==> src/rtl/mem_access_unit.sv <==
// rtl/mem_access_unit.sv - single-outstanding memory bus interface with ack timeout
module mem_access_unit #(
    parameter int DATA_W  = 16,
    parameter int ADDR_W  = 16,
    parameter int TIMEOUT = 15
) (
    input  logic              clk,
    input  logic              reset,
    input  logic              req_valid,
    input  logic              req_write,
    input  logic              req_kind,
    input  logic [ADDR_W-1:0] req_addr,
    input  logic [DATA_W-1:0] req_wdata,
    output logic              req_ready,
    output logic              busy,
    output logic              done,
    output logic [DATA_W-1:0] ir_out,
    output logic [DATA_W-1:0] mdr_out,
    output logic              error,
    output logic              mem_cs,
    output logic              mem_we,
    output logic [ADDR_W-1:0] mem_addr,
    output logic [DATA_W-1:0] mem_wdata,
    input  logic [DATA_W-1:0] mem_rdata,
    input  logic              mem_ack
);

    typedef enum logic [1:0] {
        S_IDLE,
        S_BUSY,
        S_DONE,
        S_ERR
    } state_t;

    // Wait counter value seen during the last permitted BUSY cycle.
    localparam logic [7:0] LAST_CNT = 8'(TIMEOUT - 1);

    state_t     state;
    state_t     state_next;
    logic [7:0] wait_cnt;
    logic       write_q;
    logic       kind_q;

    // State register; reset abandons any in-flight access.
    always_ff @(posedge clk) begin
        if (!reset) begin
            state <= S_IDLE;
        end else begin
            state <= state_next;
        end
    end

    // Next-state decode; an ack in the final BUSY cycle beats the timeout.
    always_comb begin
        state_next = state;
        case (state)
            S_IDLE: if (req_valid) state_next = S_BUSY;
            S_BUSY: begin
                if (mem_ack) begin
                    state_next = S_DONE;
                end else if (wait_cnt == LAST_CNT) begin
                    state_next = S_ERR;
                end
            end
            S_DONE:  state_next = S_IDLE;
            S_ERR:   state_next = S_IDLE;
            default: state_next = S_IDLE;
        endcase
    end

    // Request latching, wait counting, read capture and sticky error flag.
    always_ff @(posedge clk) begin
        if (!reset) begin
            wait_cnt  <= 8'd0;
            write_q   <= 1'b0;
            kind_q    <= 1'b0;
            mem_addr  <= '0;
            mem_wdata <= '0;
            ir_out    <= '0;
            mdr_out   <= '0;
            error     <= 1'b0;
        end else begin
            case (state)
                S_IDLE: begin
                    if (req_valid) begin
                        mem_addr  <= req_addr;
                        mem_wdata <= req_wdata;
                        write_q   <= req_write;
                        kind_q    <= req_kind;
                        wait_cnt  <= 8'd0;
                    end
                end
                S_BUSY: begin
                    if (wait_cnt != 8'hFF) begin
                        wait_cnt <= wait_cnt + 8'd1;
                    end
                    if (mem_ack) begin
                        if (!write_q) begin
                            if (kind_q) begin
                                ir_out <= mem_rdata;
                            end else begin
                                mdr_out <= mem_rdata;
                            end
                        end
                    end else if (wait_cnt == LAST_CNT) begin
                        error <= 1'b1;
                    end
                end
                default: ;
            endcase
        end
    end

    assign req_ready = (state == S_IDLE);
    assign busy      = (state != S_IDLE);
    assign done      = (state == S_DONE) || (state == S_ERR);
    assign mem_cs    = (state == S_BUSY);
    assign mem_we    = (state == S_BUSY) && write_q;

endmodule
==> config.mk <==
export PLATFORM = sky130hd
export DESIGN_NAME = mem_access_unit
export DESIGN_NICKNAME = d
export VERILOG_FILES = /design/src/rtl/mem_access_unit.sv
export SDC_FILE = /design/constraint.sdc
export NUM_CORES = 1
export LEC_CHECK = 0
export BUFFER_PORTS_ARGS = -buffer_cell sky130_fd_sc_hd__buf_2
export CAP_MARGIN = 10
export CORE_ASPECT_RATIO = 1.2
export CORE_MARGIN = 1.5
export CORE_UTILIZATION = 47
export CTS_CLUSTER_DIAMETER = 50
export CTS_CLUSTER_SIZE = 30
export DETAILED_ROUTE_END_ITERATION = 12
export GPL_TIMING_DRIVEN = 0
export PLACE_DENSITY = 0.79
export SYNTH_ARGS = -nofsm -noshare
export SYNTH_HDL_FRONTEND = slang
export SYNTH_SLANG_ARGS = --single-unit
==> constraint.sdc <==
create_clock -name clk -period 2.4 [get_ports clk]
set_input_delay 0.36 -clock clk [delete_from_list [all_inputs] [get_ports clk]]
set_output_delay 0.36 -clock clk [all_outputs]
set_load 0.02 [all_outputs]
Yosys cells after proc, flatten, opt, wreduce, memory -nomap -nowiden
Cells that the tools add are included.
W data, S select, Z words.
- flip-flop bits (word level): 77
- word-level logic and storage cells: 40
- output and inout bits: 70
- add/subtract/negate cells: 1
- reductions and logical operators: 12
- multiplexer cells: 7
- equality and inequality tests: 8
- bitwise operators: 3
- operator list (operator ; count):
    $mux W8 ; 2
    $pmux W8 S2 ; 1
    $add A8 B1 Y8 const B ; 1
    $eq A8 B4 Y1 const B ; 1
    $ne A8 B8 Y1 const B ; 1
    $reduce_and A4 Y1 ; 2
    $mux W2 ; 3
    $pmux W2 S3 ; 1
    $reduce_and A3 Y1 ; 2
    $eq A2 B2 Y1 const B ; 2
    $reduce_and A2 Y1 ; 2
    $reduce_bool A2 Y1 ; 2
    $ne A3 B1 Y1 const B ; 1
    $not A1 Y1 ; 3
    $eq A2 B1 Y1 const B ; 1
    $logic_not A2 Y1 ; 1
    $ne A2 B1 Y1 const B ; 1
    $ne A2 B2 Y1 const B ; 1
    $reduce_or A2 Y1 ; 1
    $logic_and A1 B1 Y1 ; 1
    $logic_or A1 B1 Y1 ; 1

Depth between registers and ports, before layout
Gate-level depths: netlist of run 1.
- word-level depth: 4
- depth in mapped cells: 7
- mapped depth without buffers: 5

Worst setup path after synthesis of run 1
OpenSTA, ideal clock, no wires.
- path type: register -> register
- start: register wait_cnt[0]
- end: register wait_cnt[2]
- arrival time: 1549 ps
- required time: 2284 ps
- setup time: 116 ps
- path buffers: 0
- stages on the path, launching flop included: 6
- setup slack: 734 ps
- path through: dfxtp_1 -> ha_1 -> and4_1 -> a31oi_1 -> o21ai_0 -> a31o_2
- word-level cells in the longest chain between the ends: 3
- elaborated cells between the ends (all ways): 6
- classes of those cells: 1 x add/sub; 2 x eq/ne; 2 x mux; 1 x reduce/logical
- ends and longest elaborated chain (element ; RTL line ; RTL):
    from (decl) ; 40 ; logic [7:0] wait_cnt;
    from (signal assigned) ; 95 ; wait_cnt <= wait_cnt + 8'd1;
    $add A8 B1 Y8 or $ne A8 B8 Y1 (tied branches) ; 95, 94 ;
    $mux W8 or $ne A2 B1 Y1 (tied branches) ; n/a ;
    $pmux W8 S2 or $reduce_and A3 Y1 (tied branches) ; n/a ;
Parallel ways exist; a longest one is shown, timed or not. The select of a mux whose other input is x is not followed.
A chain may end at the register's enable or synchronous reset.

Worst setup path in the final report of run 1
Ends and elaborated chain as after synthesis.

==> results of run 1 <==
[worst reg2reg max path: stages, from the launching register on]
cell	delay, ns
dfxtp_1	0.36
ha_1	0.25
and4_1	0.24
a31oi_1	0.52
o21ai_0	0.19
a31o_2	0.27
[logic make-up after synthesis]
family | count (synthesis) | synth area share
buffers and inverters | 28 | 0.0447
DFF | 77 | 0.530
adders and majority gates | 2 | 0.00860
and+or+nand+nor | 172 | 0.255
AOI/OAI and AO/OA | 83 | 0.154
muxes | 2 | 0.00688
[power by group through the flow]
stage / Combinational [mW] / Sequential [mW] / Clock [mW]
2_1_floorplan: 0.151 / 1.44 / 0
4_1_cts: 0.344 / 1.36 / 1.07
5_1_grt: 0.377 / 1.36 / 1.13
3_3_place_gp: 0.338 / 1.38 / 0
3_5_place_dp: 0.343 / 1.39 / 0
6_report: 0.341 / 1.36 / 1.05
[Yosys cell counts (2+ instances only)]
master | instances | area, µm²
o21ai_0 | 2 | 10.0
dfxtp_1 | 77 | 1540
a21oi_1 | 69 | 345
ha_1 | 2 | 25.0
and3_1 | 5 | 31.3
and2_1 | 4 | 25.0
buf_6 | 2 | 22.5
a31oi_1 | 2 | 12.5
nor2_1 | 9 | 33.8
nand2_1 | 138 | 518
mux2i_1 | 2 | 20.0
nor3_1 | 5 | 25.0
buf_2 | 7 | 35.0
inv_1 | 4 | 15.0
a21boi_0 | 2 | 15.0
clkbuf_1 | 13 | 48.8
[metal layers]
layer,GRT usage,vias to the layer above,routed length [µm]
li1,-,1467,-
met1,0.247,1269,3010
met2,0.346,107,3150
met3,0.0767,10,580
met4,0.0843,0,85
met5,0,-,0
[layout make-up]
type | count | area (µm²)
inverters | 5 | 18.8
well taps | 82 | 103
fillers | 539 | 2170
multi-input cells | 259 | 1240
repair buffers | 123 | 616
clock buffers | 10 | 138
plain buffers | 23 | 111
flip-flops and latches | 77 | 1540
clock inverters | 4 | 73.8
[flip-flops by register name (all words and copies together) (netlist names)]
signal	count
wait_cnt	8
state	2
mdr_out	16
mem_wdata	16
write_q	1
kind_q	1
error	1
mem_addr	16
ir_out	16
[worst max-delay path by stage]
stage / slack, ns / from / end
after floorplan: 0.73 / wait_cnt[0] / wait_cnt[2]
after global placement: 0.52 / wait_cnt[0] / wait_cnt[2]
after detailed placement: 0.50 / wait_cnt[0] / wait_cnt[2]
after CTS: 0.48 / wait_cnt[0] / wait_cnt[2]
after global routing: 0.25 / wait_cnt[0] / wait_cnt[2]
final: 0.46 / wait_cnt[0] / wait_cnt[2]
==> impl_metrics.json, run 1 <==
{
  "drc_errors": 0,
  "max-slew-margin-rel": 0.599,
  "gp_congestion": 0.862,
  "grt_pass1_wl_um": 10900,
  "crit_buf_inv": 0,
  "peakVddDrop_mv": 0.414,
  "clockBufferDepth": 2,
  "synth_edf_count": 0,
  "hp-class": "input port to flip-flop",
  "ios": 124,
  "cts_tree": "yes",
  "num_antenna_cells": 0,
  "drive_gt1_frac": 0.303,
  "stdcell_area_um2": 3840,
  "synth_cell_types": 37,
  "start_kind": "flip-flop",
  "maxSlewViolCount": 0,
  "post-route-util": 0.639,
  "grt.total_usage": 0.210,
  "rr_startpoint": "wait_cnt[0]",
  "cts_hold_buf": 0,
  "finalPower_mw": 2.75,
  "htreeDepth": 3,
  "reg2reg_to": "wait_cnt[2]",
  "crit_family": "compound AO/OA/AOI/OAI gates",
  "r2r_cells": 5,
  "routed_wl_um": 6830,
  "clock-skew-final_ns": 0.00595,
  "p_int_mw": 2.06,
  "syn-instance-count": 364,
  "slowest_delay_ns": 0.52,
  "start_util": 0.484,
  "worstSetupPathType": "flip-flop to flip-flop",
  "dieArea_um2": 6670,
  "dpl.cell_count": 569,
  "critical_path_depth": 5,
  "synth.ff_latch_count": 77,
  "maxCapViolCount": 0,
  "required_ns": 2.64,
  "tightestPinTransition_ns": 0.599,
  "cp.arrival_ns": 2.17,
  "core_um2": 6010,
  "syn_area_um2": 2910,
  "synthArstFlopShare": 0,
  "cts.sinks": 77,
  "yosysWarningCount": 0,
  "postRouteAntennaNets": 0,
  "place_area_um2": 3630,
  "max_freq_mhz": 516,
  "synth_top_flop_cell": "dfxtp_1",
  "path_clk_slew_ns": 0.08,
  "dr_total_vias": 2853,
  "die_y_um": 89.2,
  "die_w_um": 74.8,
  "insertion_delay_ns": 0.34,
  "fin_nets": 554,
  "finalWorstSetupSlack_ns": 0.462,
  "port_buffers": 123,
  "min_path_cells": 3,
  "ys_seq_area_frac": 0.530,
  "pre_cts_ws_ns": 0.500,
  "cts_root_buf": "clkbuf_8",
  "holdPathEnd": "mem_wdata[9]",
  "synth_nets": 420,
  "cts_resized": 0,
  "path_cells": "ha_1, and4_1, a31oi_1, o21ai_0, a31o_2",
  "rrSetupSlack_ns": 0.46,
  "switching_share": 0.252,
  "fin_cells": 583,
  "grt_pass1_vias": 2521,
  "critPathCaptureType": "flip-flop",
  "p_leak_nw": 1.77,
  "power_frac_comb": 0.124,
  "rsz0062_at_grt": "no",
  "initialDrtViolationCount": 78,
  "final_hold_viol_count": 0,
  "period_share": 0.807,
  "seqPwrFrac": 0.494,
  "grt_overflow": 0,
  "antenna_found_initial": 0,
  "setup_viol_count_final": 0,
  "min_from": "req_wdata[9]",
  "final_common_cell": "nand2_1",
  "final_cell_mix": "nand2_1, buf_2, dfxtp_1",
  "numCtsBuffers": 9,
  "fp-row-count": 31,
  "path_max_fanout": 7,
  "clkPwrFrac": 0.382,
  "routed_via_density": 4.89,
  "tns_ns": 0,
  "status": "complete, no violations",
  "p_per_area_nw_per_um2": 716,
  "layout_min_cycle_time_ns": 1.94,
  "grt_max_degree": 13,
  "hold_slack_ns": 0.247,
  "crit_slowest_cell": "a31oi_1",
  "firstDrtPassIters": 4,
  "areaGrowthSynthToFinish_pct": 32.0,
  "synth_area_per_cell_um2": 7.99,
  "p_sw_mw": 0.692,
  "cts_setup_buffers": 0,
  "hpwlAfterDp_um": 5140,
  "wl_per_cell_um": 11.7
}
No activity file was read; power rests on OpenSTA's default activity.
==> run 2, diff against run 1 <==
--- a/config.mk
+++ b/config.mk
@@ -5,6 +5,7 @@
 export SDC_FILE = /design/constraint.sdc
 export NUM_CORES = 1
 export LEC_CHECK = 0
+export ABC_AREA = 1
 export BUFFER_PORTS_ARGS = -buffer_cell sky130_fd_sc_hd__buf_2
 export CAP_MARGIN = 10
 export CORE_ASPECT_RATIO = 1.2
==> constraint.sdc (replaced) <==
create_clock -name clk -period 1.8 [get_ports clk]
set_input_delay 0.27 -clock clk [delete_from_list [all_inputs] [get_ports clk]]
set_output_delay 0.27 -clock clk [all_outputs]
set_load 0.02 [all_outputs]
==> impl_metrics.json, run 2 <==
{
  "status": "complete, no violations",
  "cts_tree": "yes",
  "crit_buf_inv": 3,
  "yosys-top-cells-area": "dfxtp_1, nor2_1, o21ai_0",
  "insertion_delay_ns": 0.34,
  "drive_gt1_frac": 0.298,
  "clock-skew-final_ns": 0.00823,
  "p_leak_nw": 1.85,
  "crit_family": "flip-flops",
  "initialDrtViolationCount": 164,
  "setup.worst_path.end": "mem_we",
  "min_path_cells": 3,
  "tns_ns": 0,
  "required_ns": 1.53,
  "yosysWarningCount": 0,
  "period_share": 0.902,
  "wl_per_cell_um": 12.1,
  "p_int_mw": 2.93,
  "yosysMostFrequentCell": "nor2_1",
  "hold_slack_ns": 0.177,
  "synth_cell_types": 25,
  "crit_slowest_cell": "dfxtp_1",
  "cp.arrival_ns": 1.35,
  "p_sw_mw": 1.05,
  "yosysTopAreaCell": "dfxtp_1",
  "grt_pass1_vias": 2589,
  "routed_via_density": 4.85,
  "finalPower_mw": 3.98,
  "antenna_found_initial": 0,
  "syn_area_um2": 2950,
  "path_clk_slew_ns": 0.08,
  "grt.total_usage": 0.222,
  "start_kind": "flip-flop",
  "ys_seq_area_frac": 0.523,
  "cts_setup_buffers": 0,
  "layout_min_cycle_time_ns": 1.62,
  "synthArstFlopShare": 0,
  "final_common_cell": "buf_2",
  "critPathCaptureType": "output port",
  "clockBufferDepth": 2,
  "rr_startpoint": "wait_cnt[0]",
  "synth_top_flop_cell": "dfxtp_1",
  "cts_resized": 0,
  "cts.sinks": 77,
  "reg2reg_to": "wait_cnt[5]",
  "synth_top_area_frac": 0.523,
  "path_cells": "inv_2, nor2_8, inv_2, nor2_1, buf_2",
  "die_y_um": 89.8,
  "firstDrtPassIters": 6,
  "nFillCells": 551,
  "postRouteAntennaNets": 0,
  "grt_pass1_wl_um": 11600,
  "port_buffers": 123,
  "fin_nets": 577,
  "gp_congestion": 0.891,
  "hp-class": "input port to flip-flop",
  "cts_root_buf": "clkbuf_8",
  "r2r_cells": 8,
  "numCtsBuffers": 9,
  "grt_overflow": 0,
  "clkPwrFrac": 0.393,
  "tightestPinTransition_ns": 0.452,
  "seqPwrFrac": 0.464,
  "synth_area_per_cell_um2": 7.62,
  "fp-row-count": 31,
  "synth_edf_count": 0,
  "hpwlAfterDp_um": 5540,
  "rrSetupSlack_ns": 0.25,
  "peakVddDrop_mv": 0.574,
  "max_freq_mhz": 616,
  "final_hold_viol_count": 0,
  "syn-instance-count": 387,
  "dieArea_um2": 6760,
  "maxCapViolCount": 0,
  "place_area_um2": 3670,
  "path_max_fanout": 9,
  "start_util": 0.487,
  "synth.ff_latch_count": 77,
  "synth_nets": 443,
  "maxSlewViolCount": 0,
  "power_frac_comb": 0.143,
  "rsz0062_at_grt": "no",
  "netlist_top_cells_count": "nor2_1, dfxtp_1, o21ai_0",
  "p_per_area_nw_per_um2": 1020,
  "slowest_delay_ns": 0.36,
  "stdcell_area_um2": 3910,
  "htreeDepth": 3,
  "cts_hold_buf": 0,
  "dr_total_vias": 2948,
  "worstSetupPathType": "flip-flop to output port",
  "grt_max_degree": 14,
  "cp_common_cell": "inv_2",
  "cp-startpoint": "state[0]",
  "areaGrowthSynthToFinish_pct": 32.5,
  "setup_viol_count_final": 0,
  "num_antenna_cells": 0,
  "routed_wl_um": 7360,
  "core_um2": 6050,
  "max-slew-margin-rel": 0.699,
  "final_cell_mix": "buf_2, nor2_1, dfxtp_1",
  "switching_share": 0.264,
  "die_w_um": 75.3,
  "ios": 124,
  "drc_errors": 0,
  "critical_path_depth": 5
}
run 2: cell types whose count changed after synthesis, moves of 3 or more:
cell     delta
nand3_1     +4
nor2_1    +107
and3_1      -5
inv_1      +24
nand2_1   -110
nor3_1      -5
a21oi_1    -47
nand4_1     +3
o21ai_0    +66
and2_1      -4
run 2: layout make-up:
class                           instances  area (µm²)  share of cell area
Sequential cell                        77        1540               0.395
Multi-Input combinational cell        258        1190               0.306
Timing Repair Buffer                  123         616               0.158
Clock buffer                           11         131              0.0336
Inverter                               32         120              0.0307
Clock inverter                          5         108              0.0275
Tap cell                               82         103              0.0263
Buffer                                 20        93.8              0.0240
run 2: layer usage:
| layer | vias to the layer above | wire [µm] | track usage |
|---|---|---|---|
| li1 | 1505 | - | - |
| met1 | 1337 | 3080 | 0.264 |
| met2 | 90 | 3710 | 0.373 |
| met3 | 16 | 362 | 0.0471 |
| met4 | 0 | 201 | 0.0952 |
| met5 | - | 0 | 0 |
run 2: kinds of logic (layout without fill, tap and decap cells):
logic type | count (synthesis) | after routing | synth area share
AO/OA/AOI/OAI | 94 | 94 | 0.162
adder cells (fa/ha/maj) | 2 | 2 | 0.00848
buffers and inverters | 52 | 191 | 0.0725
flip-flops | 77 | 77 | 0.523
AND/OR/NAND/NOR | 162 | 162 | 0.234
run 2: through the flow:
step           cells   util  setup slack (ns)
2_1_floorplan    387      -             0.461
5_1_grt          608  0.646            0.0689
3_5_place_dp     592  0.606             0.279
4_1_cts          608  0.646             0.162
6_report         608  0.646             0.177
3_3_place_gp     592  0.606             0.334
run 2: worst reg2reg max path, delay by kind of cell, from the launching register on:
kind | cells | cell delay [ns]
adders and majority gates | 1 | 0.22
DFF | 1 | 0.42
and+or+nand+nor | 7 | 0.80
run 2: worst min-delay path by stage:
stage	start	endpoint	slack, ns
after detailed placement	mdr_out[13]	mdr_out[13]	0.43
after global routing	req_addr[14]	mem_addr[14]	0.16
after CTS	req_addr[9]	mem_addr[9]	0.16
after global placement	mdr_out[15]	mdr_out[15]	0.43
final	req_addr[9]	mem_addr[9]	0.18
after floorplan	mem_ack	state[1]	0.39
run 2: power by group through the flow:
| stage | Combinational (mW) | Clock [mW] | Sequential (mW) |
|---|---|---|---|
| 6_report | 0.569 | 1.57 | 1.85 |
| 2_1_floorplan | 0.240 | 0 | 2.00 |
| 3_5_place_dp | 0.571 | 0 | 1.89 |
| 4_1_cts | 0.573 | 1.59 | 1.85 |
| 3_3_place_gp | 0.557 | 0 | 1.88 |
| 5_1_grt | 0.629 | 1.68 | 1.86 |
==> run 3, diff against run 2 <==
--- a/config.mk
+++ b/config.mk
@@ -5,7 +5,6 @@
 export SDC_FILE = /design/constraint.sdc
 export NUM_CORES = 1
 export LEC_CHECK = 0
-export ABC_AREA = 1
 export BUFFER_PORTS_ARGS = -buffer_cell sky130_fd_sc_hd__buf_2
 export CAP_MARGIN = 10
 export CORE_ASPECT_RATIO = 1.2
==> constraint.sdc (replaced) <==
create_clock -name clk -period 1.8 [get_ports clk]
set_input_delay 0.27 -clock clk [delete_from_list [all_inputs] [get_ports clk]]
set_output_delay 0.27 -clock clk [all_outputs]
set_load 0.01 [all_outputs]
==> impl_metrics.json, run 3 (same netlist as run 1, synthesis figures left out) <==
{
  "core_um2": 6010,
  "cts.sinks": 77,
  "final_hold_viol_count": 0,
  "wl_per_cell_um": 11.8,
  "slowest_delay_ns": 0.37,
  "grt_max_degree": 13,
  "antenna_found_initial": 0,
  "insertion_delay_ns": 0.34,
  "path_cells": "ha_1, and3_1, a311o_1, or3_1, o21ai_0",
  "final_common_cell": "nand2_1",
  "crit_family": "simple AND/OR/NAND/NOR gates",
  "postRouteAntennaNets": 0,
  "port_buffers": 123,
  "dpl.cell_count": 569,
  "maxSlewViolCount": 0,
  "max-slew-margin-rel": 0.667,
  "final_cell_mix": "nand2_1, buf_2, dfxtp_1",
  "drive_gt1_frac": 0.305,
  "drc_errors": 0,
  "gr-usage-met2": 0.347,
  "rsz0062_at_grt": "no",
  "start_util": 0.484,
  "dr_total_vias": 2867,
  "gp_congestion": 0.862,
  "clockBufferDepth": 2,
  "peakVddDrop_mv": 0.541,
  "maxCapViolCount": 0,
  "path_clk_slew_ns": 0.08,
  "p_per_area_nw_per_um2": 939,
  "worstSetupPathType": "flip-flop to flip-flop",
  "setup_viol_count_final": 0,
  "required_ns": 2.07,
  "num_antenna_cells": 0,
  "grtUsageMet3": 0.0767,
  "grtUsageMet1": 0.247,
  "clock-skew-final_ns": 0.00709,
  "tightestPinTransition_ns": 0.500,
  "post-route-util": 0.641,
  "routed_via_density": 4.92,
  "period_share": 0.917,
  "p_leak_nw": 1.77,
  "status": "complete, no violations",
  "p_int_mw": 2.74,
  "path_max_fanout": 6,
  "layout_min_cycle_time_ns": 1.65,
  "firstDrtPassIters": 4,
  "hpwlAfterDp_um": 5140,
  "grt_pass1_vias": 2528,
  "cp.arrival_ns": 1.92,
  "grt-busiest-layer": "met2",
  "critPathCaptureType": "flip-flop",
  "dieArea_um2": 6670,
  "initialDrtViolationCount": 95,
  "clkPwrFrac": 0.387,
  "die_y_um": 89.2,
  "fp-row-count": 31,
  "crit_slowest_cell": "a311o_1",
  "start_kind": "flip-flop",
  "numCtsBuffers": 9,
  "fin_nets": 554,
  "power_frac_comb": 0.112,
  "cts_tree": "yes",
  "htreeDepth": 3,
  "fin_cells": 583,
  "grt.total_usage": 0.210,
  "p_sw_mw": 0.874,
  "areaGrowthSynthToFinish_pct": 32.5,
  "seqPwrFrac": 0.501,
  "grt_pass1_wl_um": 10900,
  "grt_overflow": 0,
  "cts_root_buf": "clkbuf_8",
  "die_w_um": 74.8,
  "routed_wl_um": 6900,
  "crit_buf_inv": 0,
  "hp-class": "input port to flip-flop",
  "max_freq_mhz": 606,
  "ios": 124,
  "switching_share": 0.242
}
run 3: metrics by stage:
step / power, mW / worst slack (ns) / TNS [ns] / hold slack, ns / instance area, µm²
floorplan: 2.07 / 0.134 / 0 / 0.406 / 2910
global placement: 2.25 / -0.0822 / -0.0822 / 0.439 / 3630
detailed placement: 2.25 / -0.100 / -0.108 / 0.443 / 3630
CTS: 3.65 / 0.0736 / 0 / 0.146 / 3840
global route: 3.78 / 0.0161 / 0 / 0.150 / 3850
finish: 3.62 / 0.150 / 0 / 0.158 / 3850
run 3: area by class of cell:
| class | instances | area [µm²] |
|---|---|---|
| fill | 534 | 2160 |
| sequential | 77 | 1540 |
| multi-input combinational | 259 | 1250 |
| timing repair buffer | 123 | 616 |
| clock buffer | 10 | 138 |
| buffer | 23 | 111 |
| tap | 82 | 103 |
| clock inverter | 4 | 73.8 |
| inverter | 5 | 18.8 |
run 3: timing repair:
item / in CTS / in global routing
gates cloned: 0 / 0
endpoints found under the hold margin: 0 / 0
hold buffers: 0 / 0
setup endpoints to repair: 2 / 1
setup buffers: 0 / 0
resized for setup: 1 / 1
run 3: path summary, 6_finish.rpt:
| path | start | endpoint | slack, ns | depth (start not counted) |
|---|---|---|---|---|
| max | wait_cnt[0] | wait_cnt[5] | 0.15 | 5 |
| min | req_wdata[9] | mem_wdata[9] | 0.16 | 3 |
| max reg2reg | wait_cnt[0] | wait_cnt[5] | 0.15 | 5 |
| min reg2reg | mem_wdata[11] | mem_wdata[11] | 0.45 | 2 |
run 3: routing by layer:
metal | part of all wire | vias up
met3 | 0.090 | 5
met2 | 0.47 | 113
met1 | 0.44 | 1279
li1 | - | 1470
met5 | 0 | -
met4 | 0.0059 | 0
run 3: worst reg2reg max path: cells and delay by family (launching register included):
family                     cells  cell delay (ns)
AOI/OAI and AO/OA              2             0.44
and+or+nand+nor                2             0.53
adders and majority gates      1             0.25
DFF                            1             0.36
run 3: power groups by stage:
| stage | clock (mW) | sequential [mW] | combinational (mW) |
|---|---|---|---|
| final | 1.40 | 1.81 | 0.405 |
| after global routing | 1.51 | 1.82 | 0.454 |
| after CTS | 1.43 | 1.81 | 0.407 |
| after detailed placement | 0 | 1.85 | 0.405 |
| after global placement | 0 | 1.85 | 0.399 |
| after floorplan | 0 | 1.88 | 0.195 |
